File: config.mk
export PLATFORM = sky130hd
export DESIGN_NAME = cpu_state_sequencer
export DESIGN_NICKNAME = d
export VERILOG_FILES = /design/src/rtl/cpu_state_sequencer.sv
export SDC_FILE = /design/constraint.sdc
export NUM_CORES = 1
export LEC_CHECK = 0
export CAP_MARGIN = 20
export CORE_MARGIN = 2
export CORE_UTILIZATION = 40
export CTS_BUF_LIST = sky130_fd_sc_hd__clkbuf_8
export DETAILED_ROUTE_END_ITERATION = 10
export PLACE_DENSITY = 0.7
export SETUP_SLACK_MARGIN = 0.2
export SYNTH_ARGS = -nofsm -noshare
export SYNTH_HDL_FRONTEND = slang
export SYNTH_SLANG_ARGS = --single-unit
File: constraint.sdc
create_clock -name clk -period 4.4 [get_ports clk]
set_clock_uncertainty 0.2 [all_clocks]
set_input_delay 1.32 -clock clk [delete_from_list [all_inputs] [get_ports clk]]
set_output_delay 1.32 -clock clk [all_outputs]
set_load 0.005 [all_outputs]
File: src/rtl/cpu_state_sequencer.sv
// cpu_state_sequencer: multi-cycle FETCH/LOAD/MEM/LOAD_DATA/EXEC sequencer with
// bus-stall handling, mul/div handshake, halt on jump-to-zero and bus timeout.
module cpu_state_sequencer #(
    parameter int WAIT_LIMIT = 16,
    parameter int CNT_W      = 32
) (
    input  logic             clk,
    input  logic             reset,
    input  logic [5:0]       opcode,
    input  logic [5:0]       function_code,
    input  logic             waitrequest,
    input  logic             halt_req,
    input  logic             md_done,
    output logic [2:0]       state,
    output logic             active,
    output logic             ir_we,
    output logic             data_we,
    output logic             pc_we,
    output logic             md_start,
    output logic             bus_error,
    output logic [CNT_W-1:0] instr_count
);
    typedef enum logic [2:0] {FETCH, LOAD, MEM, LOAD_DATA, EXEC, MDWAIT, HALTED} state_t;
    localparam int WW = $clog2(WAIT_LIMIT + 1);

    state_t cur, nxt;
    logic [WW-1:0] wait_cnt;
    logic md_seen, load_op, mem_op, md_op, stall, timeout;

    assign load_op = opcode >= 6'd32 && opcode <= 6'd38;
    assign mem_op  = load_op || opcode == 6'd40 || opcode == 6'd41 || opcode == 6'd43;
    assign md_op   = opcode == 6'd0 && function_code >= 6'd24 && function_code <= 6'd27;
    // Only a bus access in progress counts as a stall; non-memory MEM ignores the bus.
    assign stall   = waitrequest && (cur == FETCH || (cur == MEM && mem_op));
    assign timeout = stall && wait_cnt == WW'(WAIT_LIMIT - 1);

    assign state    = cur;
    assign ir_we    = cur == LOAD;
    assign data_we  = cur == LOAD_DATA;
    assign md_start = cur == EXEC && md_op && !md_seen;
    assign pc_we    = cur == EXEC && !(md_op && !md_seen);

    always_comb begin
        nxt = cur;
        case (cur)
            FETCH:     nxt = timeout ? HALTED : waitrequest ? FETCH : LOAD;
            LOAD:      nxt = MEM;
            MEM:       nxt = timeout ? HALTED : stall ? MEM : load_op ? LOAD_DATA : EXEC;
            LOAD_DATA: nxt = EXEC;
            EXEC:      nxt = md_start ? MDWAIT : halt_req ? HALTED : FETCH;
            MDWAIT:    nxt = md_done ? EXEC : MDWAIT;
            HALTED:    nxt = HALTED;
            default:   nxt = HALTED;
        endcase
    end

    always_ff @(posedge clk) begin
        if (!reset) begin
            cur         <= FETCH;
            active      <= 1'b0;
            bus_error   <= 1'b0;
            instr_count <= '0;
            wait_cnt    <= '0;
            md_seen     <= 1'b0;
        end else begin
            cur         <= nxt;
            active      <= nxt != HALTED;
            bus_error   <= bus_error | timeout;
            instr_count <= pc_we ? instr_count + CNT_W'(1) : instr_count;
            wait_cnt    <= stall ? wait_cnt + WW'(1) : '0;
            // Remembers that this md_op already finished so EXEC retires on return.
            md_seen     <= (cur == MDWAIT && md_done) ? 1'b1 : pc_we ? 1'b0 : md_seen;
        end
    end
endmodule

Word level (Yosys, flattened, before mapping)
Cells that the tools add are included.
{ "totals": {"in_bits": 17, "output_inout_bits": 41, "elab_cells": 55, "ff_bits": 43} }
{ "classes": {"eq_ne": 10, "n_bitwise": 1, "mux": 11, "n_lt_le_gt_ge": 4, "n_reduce_logical": 21, "n_addsub": 2} }
{ "op_table": {"columns": ["op", "count"], "rows": [
  ["32-bit by 1-bit adder with 32-bit output (second input constant)", 1],
  ["6-bit equality test (second input constant)", 3],
  ["3-bit 2-to-1 mux", 6],
  ["3-bit case mux with 6 select lines", 1],
  ["1-bit logical AND", 11],
  ["3-bit by 2-bit equality test with 1-bit output (second input constant)", 2],
  ["3-bit equality test (second input constant)", 2],
  ["6-bit by 5-bit greater-or-equal comparator with 1-bit output (second input constant)", 1],
  ["6-bit greater-or-equal comparator (second input constant)", 1],
  ["6-bit by 5-bit less-or-equal comparator with 1-bit output (second input constant)", 1],
  ["6-bit less-or-equal comparator (second input constant)", 1],
  ["6-bit zero test", 1],
  ["5-bit by 1-bit adder with 5-bit output (second input constant)", 1],
  ["5-bit by 4-bit equality test with 1-bit output (second input constant)", 1],
  ["1-bit logical OR", 4],
  ["1-bit 2-to-1 mux", 4],
  ["3-bit by 1-bit equality test with 1-bit output (second input constant)", 1],
  ["3-bit zero test", 1],
  ["3-bit inequality test (second input constant)", 1],
  ["1-bit zero test", 2],
  ["2-bit AND reduction", 1],
  ["2-bit nonzero test", 1],
  ["1-bit OR", 1]
]} }

Longest topological paths before layout
{ "logic_depth": {"depth_word": 12, "depth_mapped": 7, "mapped_depth_nobuf": 7} }

Worst setup path after synthesis
No wires, ideal clock.
{ "synth_path": {"path_kind": "input -> output", "start": "input opcode[3]", "end": "output pc_we", "arrival_time_ns": 2.306, "path_buffers": 1, "path_slack_ns": 0.574, "path_stages": 5, "required_time_ns": 2.880, "path_cell_list": "nor4b_2 > nand3_1 > clkbuf_1 > nand2_1 > inv_1"} }
{ "synth_via": {"elab_chain_len": 6} }
{ "synth_lines": {"columns": ["item", "line_no", "source"], "rows": [
  ["start: declaration", "9", "input logic [5:0] opcode,"],
  ["6-bit zero test", "32", "assign md_op = opcode == 6'd0 && function_code >= 6'd24 && function_code <= 6'd27;"],
  ["1-bit logical AND (2 in series)", "32", null],
  ["1-bit logical AND", "41", "assign pc_we = cur == EXEC && !(md_op && !md_seen);"],
  ["1-bit zero test", "41", null],
  ["1-bit logical AND", "41", null],
  ["end: declaration", "18", "output logic pc_we,"]
]} }
No other way between the ends.

Worst setup path after layout
{ "layout_path": {"start": "input opcode[2]", "end": "output md_start"} }
{ "layout_via": {"elab_chain_len": 5} }
{ "layout_lines": {"columns": ["item", "line_no", "source"], "rows": [
  ["6-bit zero test", "32", null],
  ["1-bit logical AND (2 in series)", "32", null],
  ["1-bit logical AND (2 in series)", "40", "assign md_start = cur == EXEC && md_op && !md_seen;"],
  ["end: declaration", "19", "output logic md_start,"]
]} }
No other way between the ends.

==> flow_summary.toml <==
[global_route]
track_usage = 0.192
grt_pass1_wl_um = 9520
antenna_found_initial = 0
grt_pass1_vias = 2044
overflow = 0
grt_max_degree = 27

[worst_setup_path]
path_delay_family = "buffers and inverters"
crit_required_ns = 2.88
worst-path-buf-inv = 4
crit_cells = 7
crit_chain = "dlymetal6s2s_1, nor4b_4, nand3_2, buf_4, buf_4, nor2_2, dlygate4sd2_1"
startpoint_type = "input port"
cp_slowest_cell = "nor4b_4"
critPathMaxFanout = 2
cpPeakStageDelay_ns = 0.33
critPathKind = "input port to primary output"
cp_data_arrival_time_ns = 2.61
end_kind = "primary output"
rr_worst_depth = 20
critPathMostFrequentCell = "buf_4"

[yosys]
synth_top_area_share = 0.390
synth_cell_types = 49
yosysMostFrequentCell = "dfxtp_1"
syn_area_per_cell_um2 = 8.40
synth-edff-count = 0
syn-num-nets = 283
ys_seq_area_frac = 0.390
netlist_area_um2 = 2210
ys_top_cells_by_area = "dfxtp_1, xor2_1, nor2_1"
synth_common_cells = "dfxtp_1, nor2_1, nand2_1"
synth-warning-count = 0
synth_flop_cell = "dfxtp_1"
ys_ff_latch = 43
async_reset_ff_frac = 0
synth_top_cell_by_area = "dfxtp_1"
syn_inst = 263

[sta]
setup_viol = 0
fin_crit_sh = 0.938
rsz0062_at_grt = "no"
slew_viol_final = 0
tns_ns = 0
tightest_slew_ns = 0.549
min_period_ns = 4.13
max_slew_margin = 0.634
finalHoldViolCount = 0
max_freq_mhz = 242

[floorplan]
io_pins = 58
initial_utilization = 0.409
fp.dieW_um = 78.3
die_area_um2 = 6130
core.rowCount = 27
design.core.area_um2 = 5410
die_h_um = 78.3

[run_status]
status = "finished, final reports clean"

[clocking]
root_buffer = "clkbuf_8"
clock_path_buffers = 2
clk_latency_ns = 0.29
htree_num_levels = 2
postCtsHoldBufs = 0
cts_tree = "yes"
path_clk_slew_ns = 0.08
cts_buffers = 5
clkSinkCount = 43

[cells_and_area]
final_nets = 367
antennaDiodeCount = 0
drive_gt1_frac = 0.161
final_cell_area_um2 = 3180
area_delta_synth_final_pct = 44.0
fillers = 506

[placed_design]
routabilityCongestion = 0.903
dp_hpwl_um = 3910
place_area_um2 = 2910
port_buffers = 55

[worst_hold_path]
hp-class = "flop to flop"
holdPathStages = 2

[drt]
drt-initial-drc-count = 103
routed_wl_um = 5820
vias = 2278
drc_errors = 0
firstDrtPassIters = 4
vias_per_cell = 5.42
wl_per_cell_um = 13.9
ant_nets = 0

[job]
maxCapViolCount = 0

[pwr]
peakVddDrop_mv = 0.143
total_power_w = 0.000820
leakage_nw = 1.18
p_per_area_nw_per_um2 = 258
==> power breakdown <==
part	internal, W	switching [W]
Sequential	0.000401	0.0000211
Clock	0.000141	0.000127
Combinational	0.0000682	0.0000615
==> metal layers <==
layer / up-vias / track usage / routed length (µm)
met4: 0 / 0.0632 / 90
met5: - / 0 / 0
li1: 1131 / - / -
met1: 1067 / 0.262 / 2620
met2: 70 / 0.300 / 2820
met3: 10 / 0.0425 / 290
==> flip-flops by register name (all words and copies together), names as in the netlist <==
| signal | cells |
|---|---|
| wait_cnt | 5 |
| bus_error | 1 |
| active | 1 |
| instr_count | 32 |
| md_seen | 1 |
| state | 3 |
==> path summary, 6_finish.rpt <==
path             start              end  slack, ns
max          opcode[2]         md_start       0.27
min          bus_error        bus_error       0.27
max reg2reg    md_seen  instr_count[21]       1.18
min reg2reg  bus_error        bus_error       0.27
==> cells by family after synthesis <==
kind of cell	share of synthesized area
fa+ha+maj	0.0170
compound gates	0.144
mux	0.00453
simple gates	0.340
buf+inv	0.0374
flops	0.390
xor+xnor	0.0674
==> cells in the final DEF, fill, tap and decap left out, types with 2 or more instances in the layout <==
cell type | netlist | routed
nand4_1 | 9 | 9
nor4b_4 | 0 | 2
clkbuf_2 | 0 | 4
o31a_1 | 2 | 2
dfxtp_1 | 43 | 43
xnor2_1 | 3 | 3
nand2_1 | 24 | 24
a311o_1 | 2 | 2
o311ai_0 | 2 | 2
o21a_1 | 2 | 2
and2_1 | 5 | 5
o41ai_1 | 3 | 3
clkbuf_8 | 0 | 7
dlygate4sd2_1 | 0 | 2
and3_1 | 4 | 4
ha_1 | 3 | 3
nand4b_1 | 2 | 2
or4_1 | 5 | 5
nor3b_1 | 2 | 2
o31ai_1 | 5 | 5
a21oi_1 | 14 | 14
xor2_1 | 14 | 14
buf_4 | 0 | 30
a311oi_1 | 2 | 2
inv_1 | 10 | 11
clkdlybuf4s50_1 | 0 | 43
nand3_1 | 19 | 18
nand2b_1 | 4 | 4
or2_2 | 2 | 2
dlymetal6s2s_1 | 0 | 6
nor4_1 | 5 | 4
o21ai_0 | 6 | 6
nor3_1 | 8 | 7
or3_1 | 7 | 7
nor2_1 | 28 | 27
==> metrics by stage <==
stage                      util  hold slack [ns]  cells  setup slack [ns]
after floorplan               -            0.218    263             0.574
after global placement    0.539            0.235    395            -0.173
after detailed placement  0.539            0.255    395            -0.160
after CTS                 0.582            0.274    418             0.116
after global routing      0.588            0.287    420             0.159
final                     0.588            0.269    420             0.271
==> final cells by class <==
cell class	instances	area (µm²)	share of cell area
Clock buffer	7	96.3	0.0303
Clock inverter	1	3.75	0.00118
Inverter	11	41.3	0.0130
Multi-Input combinational cell	200	1310	0.411
Sequential cell	43	861	0.271
Tap cell	72	90.1	0.0283
Timing Repair Buffer	86	779	0.245
==> tightest hold or removal path, delay by kind of cell (launching register included) <==
kind,cells,cell delay (ns)
flops,1,0.33
compound gates,1,0.06
simple gates,1,0.04
==> what timing repair did <==
item,in CTS,in global routing
setup endpoints to repair,2,6
pin swaps,5,4
gates resized for setup,11,17
setup buffers,15,2
Note: power is estimated with default switching activity, not from simulation.
